<file path="config.mk">
export PLATFORM = sky130hd
export DESIGN_NAME = regfile_sequencer_flat
export DESIGN_NICKNAME = d
export VERILOG_FILES = /design/src/rtl/regfile_sequencer_if.sv /design/src/rtl/regfile_sequencer.sv /design/src/flat_wrapper.sv
export SDC_FILE = /design/constraint.sdc
export NUM_CORES = 1
export LEC_CHECK = 0
export CAP_MARGIN = 20
export CORE_UTILIZATION = 41
export CTS_BUF_LIST = sky130_fd_sc_hd__clkbuf_4
export DETAILED_ROUTE_END_ITERATION = 12
export SLEW_MARGIN = 10
export SYNTH_ARGS = -nofsm -noshare
export SYNTH_HDL_FRONTEND = slang
export SYNTH_SLANG_ARGS = --single-unit
</file>
<file path="constraint.sdc">
create_clock -name clk -period 2.8 [get_ports clk]
set_input_delay 0.56 -clock clk [delete_from_list [all_inputs] [get_ports clk]]
set_output_delay 0.56 -clock clk [all_outputs]
set_load 0.1 [all_outputs]
</file>
<file path="src/rtl/regfile_sequencer_if.sv">
// Purpose: bundles the instruction-side and register-file-side signals of the sequencer.
// Ports:   master = sequencer view (drives read/write ports and status);
//          slave  = environment view (instruction source plus register file).
interface regfile_sequencer_if #(
  parameter int DATA_W = 8
);
  logic              start;
  logic [7:0]        instr;
  logic [DATA_W-1:0] immData;
  logic [DATA_W-1:0] readData1;
  logic [DATA_W-1:0] readData2;
  logic              readRegister1;
  logic              readRegister2;
  logic              writeEnable;
  logic              writeRegister;
  logic [DATA_W-1:0] writeData;
  logic              busy;
  logic              done;
  logic              zeroFlag;
  logic              carryFlag;

  modport master (
    input  start, instr, immData, readData1, readData2,
    output readRegister1, readRegister2, writeEnable, writeRegister, writeData,
    output busy, done, zeroFlag, carryFlag
  );

  modport slave (
    output start, instr, immData, readData1, readData2,
    input  readRegister1, readRegister2, writeEnable, writeRegister, writeData,
    input  busy, done, zeroFlag, carryFlag
  );
endinterface

</file>
<file path="src/rtl/regfile_sequencer.sv">
// Purpose: multi-cycle controller running one 8-bit micro-instruction against a 2x DATA_W register file.
// Latency: done in cycle k+READ_WAIT+3 after start at edge k (NOP: k+READ_WAIT+2); start ignored while busy.
// Ports:   clk, rst_n (async active-low), bus (regfile_sequencer_if.master); with macro
//          REGSEQ_PERF_CNT_EN defined, also instrCount/writeCount performance counters.
module regfile_sequencer #(
  parameter int DATA_W    = 8,
  parameter int READ_WAIT = 1   // legal range 1..15 (4-bit wait counter)
) (
  input  logic                clk,
  input  logic                rst_n,
  regfile_sequencer_if.master bus
`ifdef REGSEQ_PERF_CNT_EN
  ,
  output logic [15:0]         instrCount,
  output logic [15:0]         writeCount
`endif
);

  typedef enum logic [2:0] {S_IDLE, S_READ, S_EXEC, S_WB, S_DONE} state_t;

  localparam logic [2:0] OP_NOP = 3'b000;
  localparam logic [2:0] OP_ADD = 3'b001;
  localparam logic [2:0] OP_SUB = 3'b010;
  localparam logic [2:0] OP_AND = 3'b011;
  localparam logic [2:0] OP_OR  = 3'b100;
  localparam logic [2:0] OP_XOR = 3'b101;
  localparam logic [2:0] OP_MOV = 3'b110;
  localparam logic [2:0] OP_LDI = 3'b111;

  localparam logic [3:0] WAIT_LAST = 4'(READ_WAIT - 1);

  state_t            state_q;
  logic [7:0]        instr_q;
  logic [DATA_W-1:0] imm_q;
  logic [DATA_W-1:0] result_q;
  logic [3:0]        wait_q;
  logic              rr1_q, rr2_q, we_q, wr_q, busy_q, done_q, zero_q, carry_q;

  logic [2:0]        op;
  logic [DATA_W-1:0] result_d;
  logic              carry_d;
  logic [DATA_W:0]   sum, diff;

  assign op = instr_q[7:5];

  // ALU evaluated from the live register-file outputs; only sampled at the end of EXEC.
  always_comb begin
    sum      = {1'b0, bus.readData1} + {1'b0, bus.readData2};
    diff     = {1'b0, bus.readData1} - {1'b0, bus.readData2};
    result_d = result_q;
    carry_d  = carry_q;
    case (op)
      OP_ADD: begin result_d = sum[DATA_W-1:0];  carry_d = sum[DATA_W];  end
      // The extra MSB of the zero-extended difference is the borrow (rs1 < rs2).
      OP_SUB: begin result_d = diff[DATA_W-1:0]; carry_d = diff[DATA_W]; end
      OP_AND: begin result_d = bus.readData1 & bus.readData2; carry_d = 1'b0; end
      OP_OR:  begin result_d = bus.readData1 | bus.readData2; carry_d = 1'b0; end
      OP_XOR: begin result_d = bus.readData1 ^ bus.readData2; carry_d = 1'b0; end
      OP_MOV: result_d = bus.readData1;
      OP_LDI: result_d = imm_q;
      default: ;
    endcase
  end

  always_ff @(posedge clk or negedge rst_n) begin
    if (!rst_n) begin
      state_q  <= S_IDLE;
      instr_q  <= '0;
      imm_q    <= '0;
      result_q <= '0;
      wait_q   <= '0;
      rr1_q    <= 1'b0;
      rr2_q    <= 1'b0;
      we_q     <= 1'b0;
      wr_q     <= 1'b0;
      busy_q   <= 1'b0;
      done_q   <= 1'b0;
      zero_q   <= 1'b0;
      carry_q  <= 1'b0;
    end else begin
      done_q <= 1'b0;
      we_q   <= 1'b0;
      case (state_q)
        S_IDLE: begin
          if (bus.start) begin
            instr_q <= bus.instr;
            imm_q   <= bus.immData;
            // Read addresses go out straight from the incoming word so READ sees them immediately.
            rr1_q   <= bus.instr[3];
            rr2_q   <= bus.instr[2];
            busy_q  <= 1'b1;
            wait_q  <= '0;
            state_q <= S_READ;
          end
        end
        S_READ: begin
          if (wait_q == WAIT_LAST) state_q <= S_EXEC;
          else                     wait_q  <= wait_q + 4'd1;
        end
        S_EXEC: begin
          if (op == OP_NOP) begin
            busy_q  <= 1'b0;
            done_q  <= 1'b1;
            state_q <= S_DONE;
          end else begin
            result_q <= result_d;
            carry_q  <= carry_d;
            zero_q   <= (result_d == '0);
            we_q     <= 1'b1;
            wr_q     <= instr_q[4];
            state_q  <= S_WB;
          end
        end
        S_WB: begin
          busy_q  <= 1'b0;
          done_q  <= 1'b1;
          state_q <= S_DONE;
        end
        S_DONE:  state_q <= S_IDLE;
        default: state_q <= S_IDLE;
      endcase
    end
  end

  assign bus.readRegister1 = rr1_q;
  assign bus.readRegister2 = rr2_q;
  assign bus.writeEnable   = we_q;
  assign bus.writeRegister = wr_q;
  assign bus.writeData     = result_q;
  assign bus.busy          = busy_q;
  assign bus.done          = done_q;
  assign bus.zeroFlag      = zero_q;
  assign bus.carryFlag     = carry_q;

`ifdef REGSEQ_PERF_CNT_EN
  logic [15:0] instr_cnt_q, write_cnt_q;

  // instrCount steps on the edge that raises done, so it moves together with the pulse.
  always_ff @(posedge clk or negedge rst_n) begin
    if (!rst_n) begin
      instr_cnt_q <= '0;
      write_cnt_q <= '0;
    end else begin
      if (state_q == S_WB || (state_q == S_EXEC && op == OP_NOP))
        instr_cnt_q <= instr_cnt_q + 16'd1;
      if (state_q == S_WB)
        write_cnt_q <= write_cnt_q + 16'd1;
    end
  end

  assign instrCount = instr_cnt_q;
  assign writeCount = write_cnt_q;
`endif

endmodule

</file>
<file path="src/flat_wrapper.sv">
// flat-port wrapper written by rule: the top's interface ports become plain ports
module regfile_sequencer_flat 
#(
  parameter int DATA_W    = 8,
  parameter int READ_WAIT = 1                                            
)
  (clk, rst_n, bus_start, bus_instr, bus_immData, bus_readData1, bus_readData2, bus_readRegister1, bus_readRegister2, bus_writeEnable, bus_writeRegister, bus_writeData, bus_busy, bus_done, bus_zeroFlag, bus_carryFlag);
  regfile_sequencer_if #(.DATA_W(DATA_W)) bus_i ();
  input  logic clk;
  input  logic rst_n;
  input wire logic [$bits(bus_i.start)-1:0] bus_start;
  input wire logic [$bits(bus_i.instr)-1:0] bus_instr;
  input wire logic [$bits(bus_i.immData)-1:0] bus_immData;
  input wire logic [$bits(bus_i.readData1)-1:0] bus_readData1;
  input wire logic [$bits(bus_i.readData2)-1:0] bus_readData2;
  output wire logic [$bits(bus_i.readRegister1)-1:0] bus_readRegister1;
  output wire logic [$bits(bus_i.readRegister2)-1:0] bus_readRegister2;
  output wire logic [$bits(bus_i.writeEnable)-1:0] bus_writeEnable;
  output wire logic [$bits(bus_i.writeRegister)-1:0] bus_writeRegister;
  output wire logic [$bits(bus_i.writeData)-1:0] bus_writeData;
  output wire logic [$bits(bus_i.busy)-1:0] bus_busy;
  output wire logic [$bits(bus_i.done)-1:0] bus_done;
  output wire logic [$bits(bus_i.zeroFlag)-1:0] bus_zeroFlag;
  output wire logic [$bits(bus_i.carryFlag)-1:0] bus_carryFlag;
  assign bus_i.start = bus_start;
  assign bus_i.instr = bus_instr;
  assign bus_i.immData = bus_immData;
  assign bus_i.readData1 = bus_readData1;
  assign bus_i.readData2 = bus_readData2;
  assign bus_readRegister1 = bus_i.readRegister1;
  assign bus_readRegister2 = bus_i.readRegister2;
  assign bus_writeEnable = bus_i.writeEnable;
  assign bus_writeRegister = bus_i.writeRegister;
  assign bus_writeData = bus_i.writeData;
  assign bus_busy = bus_i.busy;
  assign bus_done = bus_i.done;
  assign bus_zeroFlag = bus_i.zeroFlag;
  assign bus_carryFlag = bus_i.carryFlag;
  regfile_sequencer #(.DATA_W(DATA_W), .READ_WAIT(READ_WAIT)) u_core (.clk(clk), .rst_n(rst_n), .bus(bus_i));
endmodule
</file>
Word-level counts from Yosys, hierarchy flattened
Cells that the tools add are included.
{"block": "totals", "register_bits": 39, "in_bits": 35, "output_inout_bits": 16, "wordCells": 64}
{"block": "classes", "add_sub_neg": 3, "eq_ne": 14, "mux": 16, "bitwise": 4, "reduce_logical": 14}
{"operator": "8-bit one-hot mux with 7 select lines", "count": 1}
{"operator": "3-bit by 2-bit equality test with 1-bit output, second input constant", "count": 4}
{"operator": "3-bit equality test, second input constant", "count": 4}
{"operator": "3-bit one-hot mux with 4 select lines", "count": 1}
{"operator": "8-bit by 8-bit adder with 9-bit output", "count": 1}
{"operator": "3-bit two-way mux", "count": 3}
{"operator": "3-bit AND reduction", "count": 3}
{"operator": "8-bit by 8-bit subtractor with 9-bit output", "count": 1}
{"operator": "8-bit bitwise AND", "count": 1}
{"operator": "8-bit zero test", "count": 1}
{"operator": "4-bit two-way mux", "count": 2}
{"operator": "8-bit bitwise OR", "count": 1}
{"operator": "4-bit one-hot mux with 2 select lines", "count": 1}
{"operator": "8-bit XOR", "count": 1}
{"operator": "3-bit by 1-bit equality test with 1-bit output, second input constant", "count": 2}
{"operator": "3-bit zero test", "count": 2}
{"operator": "1-bit one-hot mux with 3 select lines", "count": 2}
{"operator": "2-bit AND reduction", "count": 3}
{"operator": "3-bit nonzero test", "count": 2}
{"operator": "1-bit two-way mux", "count": 5}
{"operator": "4-bit by 1-bit adder with 4-bit output, second input constant", "count": 1}
{"operator": "4-bit zero test", "count": 1}
{"operator": "2-bit by 1-bit inequality test with 1-bit output, second input constant", "count": 2}
{"operator": "2-bit inequality test, second input constant", "count": 2}
{"operator": "4 further kinds", "count": 4}

Depth between registers and ports, before layout
{"block": "depth", "ltp_word": 4, "ltp_mapped": 10, "ltp_nobuf": 10}

Worst setup path after synthesis
No wires, ideal clock.
{"block": "synth_path", "path_type": "input -> register", "startpoint": "in bus_readData2[3]", "endpoint": "reg u_core.zero_q, in the netlist u_core.bus.zeroFlag", "setup_time_ps": 69, "t_arrival_ps": 2456, "t_required_ps": 2731, "setup_slack_ps": 275, "cell_stages": 10, "path_buffers": 1, "path_cell_list": "inv_1 -> ha_1 -> clkbuf_1 -> and3_1 -> or3_1 -> a22o_1 -> o31ai_1 -> o2111ai_1 -> nor4_1 -> a22o_1"}
{"block": "synth_between", "elab_chain_len": 3, "word_cells_on_any_way": 7, "cone_classes": "add/sub: 2; mux: 1; bitwise: 3; reduce/logical: 1"}
{"item": "start, declared", "line": "flat_wrapper.sv:15", "rtl": "input wire logic [$bits(bus_i.readData2)-1:0] bus_readData2;"}
{"item": "8-bit by 8-bit subtractor with 9-bit output, or another cell as far along", "line": "regfile_sequencer.sv:49", "rtl": "diff = {1'b0, bus.readData1} - {1'b0, bus.readData2};"}
{"item": "8-bit one-hot mux with 7 select lines (*)", "line": "regfile_sequencer.sv:52", "rtl": "case (op)"}
{"item": "8-bit zero test (*)", "line": "regfile_sequencer.sv:108", "rtl": "zero_q <= (result_d == '0);"}
{"item": "end signal, assigned", "line": "regfile_sequencer.sv:108"}
{"item": "end, declared", "line": "regfile_sequencer.sv:37", "rtl": "logic rr1_q, rr2_q, we_q, wr_q, busy_q, done_q, zero_q, carry_q;"}
Mark *: on every way between the ends. The rest lies on a longest branch, timed or not.
A chain may end at the register's enable or synchronous reset.

Final worst setup path
{"block": "layout_path", "startpoint": "in bus_readData1[0]", "endpoint": "reg u_core.zero_q, in the netlist u_core.bus.zeroFlag"}
{"block": "layout_between", "elab_chain_len": 3, "word_cells_on_any_way": 7, "cone_classes": "add/sub: 2; mux: 1; bitwise: 3; reduce/logical: 1"}
{"item": "start, declared", "line": "flat_wrapper.sv:14", "rtl": "input wire logic [$bits(bus_i.readData1)-1:0] bus_readData1;"}
{"item": "8-bit by 8-bit subtractor with 9-bit output, or another cell as far along", "line": "regfile_sequencer.sv:49"}
{"item": "8-bit one-hot mux with 7 select lines (*)", "line": "regfile_sequencer.sv:52"}
{"item": "8-bit zero test (*)", "line": "regfile_sequencer.sv:108"}
Marked as above.

==> impl_metrics.ini <==
[critical_path]
critPathLaunchType = input port
crit_path_cell_trace = clkdlybuf4s50_1 -> buf_4 -> ha_4 -> fa_2 -> mux2_2 -> o211ai_1 -> and4b_1 -> o2111ai_2 -> nor4_2 -> a22o_1
setup.worst_path.class = input port to flip-flop
worst-path-max-fanout = 2
critPathMaxStageDelay_ns = 0.48
cp.buffers_inverters = 2
cell_type_of_the_slowest_stage_on_the_worst_timing_path = sky130_fd_sc_hd__clkdlybuf4s50_1
worst_endpoint_data_arrival_time_ns = 3.00
cp-end-kind = flip-flop
crit_family = buffers and inverters
critPathRequiredTime_ns = 3.07

[synthesis]
netlist_top_cells_area = sky130_fd_sc_hd__dfrtp_1 (31%), sky130_fd_sc_hd__ha_1 (11%), sky130_fd_sc_hd__mux2_2 (8.2%)
postSynthNetCount = 385
synth-main-ff-cell = sky130_fd_sc_hd__dfrtp_1
synth_edf_count = 0
netlist.area_leader.share_pct = 30.5
yosys.area_share.simple_pct = 16.7
synthMuxAreaShare_pct = 11.0
synth.yosys.seq_area_share_pct = 30.5
synth_xor_xnor_area_share_pct = 1.83
syn-cell-area_mm2 = 0.00287
synthCells = 322
yosys.area.top_type = sky130_fd_sc_hd__dfrtp_1
yosys_register_bits = 35
synth_fa_ha_area_share_pct = 12.7
mean_post_synth_cell_area_um2 = 8.91
synth-warning-count = 0
synth_top_family_by_area = compound AO/OA/AOI/OAI gates
synth_compound_gate_area_share_pct = 19.9
synth_cell_types = 56
synthArstFlopShare_pct = 100

[power]
power.density_mw_per_mm2 = 1040
static-leakage-power_nw = 1.77
vdd_ir_drop_max_mv = 0.689

[sta]
fin_crit_sh_pct = 97.4
fmax_mhz = 367
slew_at_the_pin_with_the_worst_max_slew_slack_ns = 0.484
report.final.setup_viol = 0
slew_violations = 0
fin_ws_ns = 0.0721
rsz_0062_raised_after_global_routing = false
max_slew_margin_pct = 67.7
hold_slack_ns = 0.470
finalWorstPathRequiredPeriod_ns = 2.73
timing_hold_violations_final = 0
timing.clock.skew_ns = 0.0127

[clock_network]
cts_buffers = 5
cts_root_buffer = sky130_fd_sc_hd__clkbuf_4
cts.sinks = 35
cts.htree.levels = 2
tritoncts = yes
cts_buffer_depth = 2
clkTransAtPathRegs_ns = 0.10
clk_latency_ns = 0.33

[route]
ant_nets = 0
vias = 2579
totalWireLength_um = 7360
dr.pass1.iters = 4
wl_per_cell_um = 14.8
drt_drc_violations_left = 0
drtIter0Drc = 219
viasPerCell = 5.18

[final_layout]
postLayoutCellArea_mm2 = 0.00380
antenna_cells = 0
num-nets-final = 464
final_common_cell = sky130_fd_sc_hd__buf_4
layout.cells.most_common_list = sky130_fd_sc_hd__buf_4 (60), sky130_fd_sc_hd__dfrtp_1 (35), sky130_fd_sc_hd__clkdlybuf4s50_1 (30)
finalCoreUtilization_pct = 55.9
drive_gt1_share_pct = 26.6
layout-area-overhead-vs-synth_pct = 32.4
nFillCells = 625

[die]
fp-row-count = 30
chipHeight_um = 85.7
die_x_um = 85.7
design.die.area_mm2 = 0.00734
io_pins = 51
initial_core_util_pct = 42.2
fp.coreArea_mm2 = 0.00679

[run]
max_cap_violations = 0

[grt]
globalRoute.totalOverflow = 0
pin_count_of_the_biggest_net_entering_global_routing = 36
antenna_found_initial = 0
grt_pass1_vias = 2535
global_route.usage.total_pct = 21.1
grt_pass1_wl_um = 12300

[outcome]
run_status = finished, final reports clean

[place]
dpl_worst_slack_ns = -0.407
placement.io_buffers = 48
detail_placement_hpwl_um = 5660
globalplace.congestion = 0.814
place_area_mm2 = 0.00365

[worst_hold_path]
worstHoldPathType = flip-flop to flip-flop
final timing paths:
| path | to | cells after the start | slack (ns) | from |
|---|---|---|---|---|
| setup / recovery | u_core.bus.zeroFlag | 10 | 0.07 | bus_readData1[0] |
| hold / removal | u_core.bus.writeRegister | 2 | 0.47 | u_core.instr_q[4] |
| setup reg to reg | u_core.bus.zeroFlag | 8 | 0.37 | u_core.instr_q[7] |
| hold reg to reg | u_core.bus.writeRegister | 2 | 0.47 | u_core.instr_q[4] |
| max in group asynchronous | u_core.instr_q[3] | 2 | 1.85 | rst_n |
| min in group asynchronous | u_core.bus.writeData[3] | 2 | 0.63 | rst_n |
what timing repair did:
item / 4_1_cts / 5_1_grt
pin swaps: 1 / 6
gates resized for setup: 4 / 17
cloned: 0 / 0
hold buffers: 0 / 0
buffers inserted: 0 / 2
endpoints found under the setup margin: 1 / 2
routing by layer:
| layer | wire length (um) | part of all wire (%) | GRT usage [%] | vias to the layer above |
|---|---|---|---|---|
| met4 | 65 | 0.88 | 5.61 | 0 |
| met5 | 0 | 0 | 0 | - |
| li1 | - | - | - | 1306 |
| met1 | 3580 | 49 | 30.4 | 1229 |
| met3 | 258 | 3.5 | 2.79 | 5 |
| met2 | 3450 | 47 | 33.5 | 39 |
final cells by class:
type                       count  area, um^2  area share, %
multi-input combinational    240        1870           49.3
sequential                    35         876           23.1
timing repair buffer          92         776           20.4
tap                           96         120           3.16
inverter                      27         101           2.67
clock buffer                   6        45.0           1.19
clock inverter                 2        7.51          0.198
synth_stat cells, types with 6 or more instances:
cell and number:
sky130_fd_sc_hd__mux2i_1 8, sky130_fd_sc_hd__nor2_1 19, sky130_fd_sc_hd__o21ai_0 18, sky130_fd_sc_hd__nand3_1 6, sky130_fd_sc_hd__ha_1 26, sky130_fd_sc_hd__mux2_2 21
sky130_fd_sc_hd__a21oi_1 19, sky130_fd_sc_hd__nand2b_1 6, sky130_fd_sc_hd__dfrtp_1 35, sky130_fd_sc_hd__inv_1 26, sky130_fd_sc_hd__xor2_1 6, sky130_fd_sc_hd__buf_2 7
sky130_fd_sc_hd__nor3_1 8, sky130_fd_sc_hd__clkbuf_1 10, sky130_fd_sc_hd__nand2_1 26
flip-flops by register name (all words and copies together), names as in the netlist:
name / cells
u_core.imm_q: 8
u_core.state_q: 3
u_core.wait_q: 4
u_core.instr_q: 6
u_core.bus.writeData: 8
u_core.bus.writeRegister: 1
u_core.bus.done: 1
u_core.bus.carryFlag: 1
u_core.bus.zeroFlag: 1
u_core.bus.busy: 1
u_core.bus.writeEnable: 1
power by group:
part | internal, mW | leakage [nW] | switching (mW)
registers | 0.740 | 0.431 | 0.250
logic | 0.979 | 1.30 | 1.73
clock network | 0.103 | 0.0307 | 0.158
total | 1.82 | 1.77 | 2.13
worst min-delay path: stages (launching register included):
cell	delay, ns
sky130_fd_sc_hd__dfrtp_1	0.35
sky130_fd_sc_hd__nand2_1	0.05
sky130_fd_sc_hd__nand2_1	0.05
kinds of logic (layout without fill, tap and decap cells):
group,after synthesis,in the layout
compound gates,85,85
xor+xnor,6,6
fa+ha+maj,28,28
buf+inv,47,127
flops,35,35
mux,29,29
simple gates,92,92
stage by stage:
step	total power [mW]	TNS, ns	instances
6_report	3.96	0	498
5_1_grt	4.22	0	498
4_1_cts	3.88	0	496
3_5_place_dp	3.60	-1.38	488
3_3_place_gp	3.57	-1.24	488
2_1_floorplan	2.92	0	322
Power figures use the tool's default switching activity.
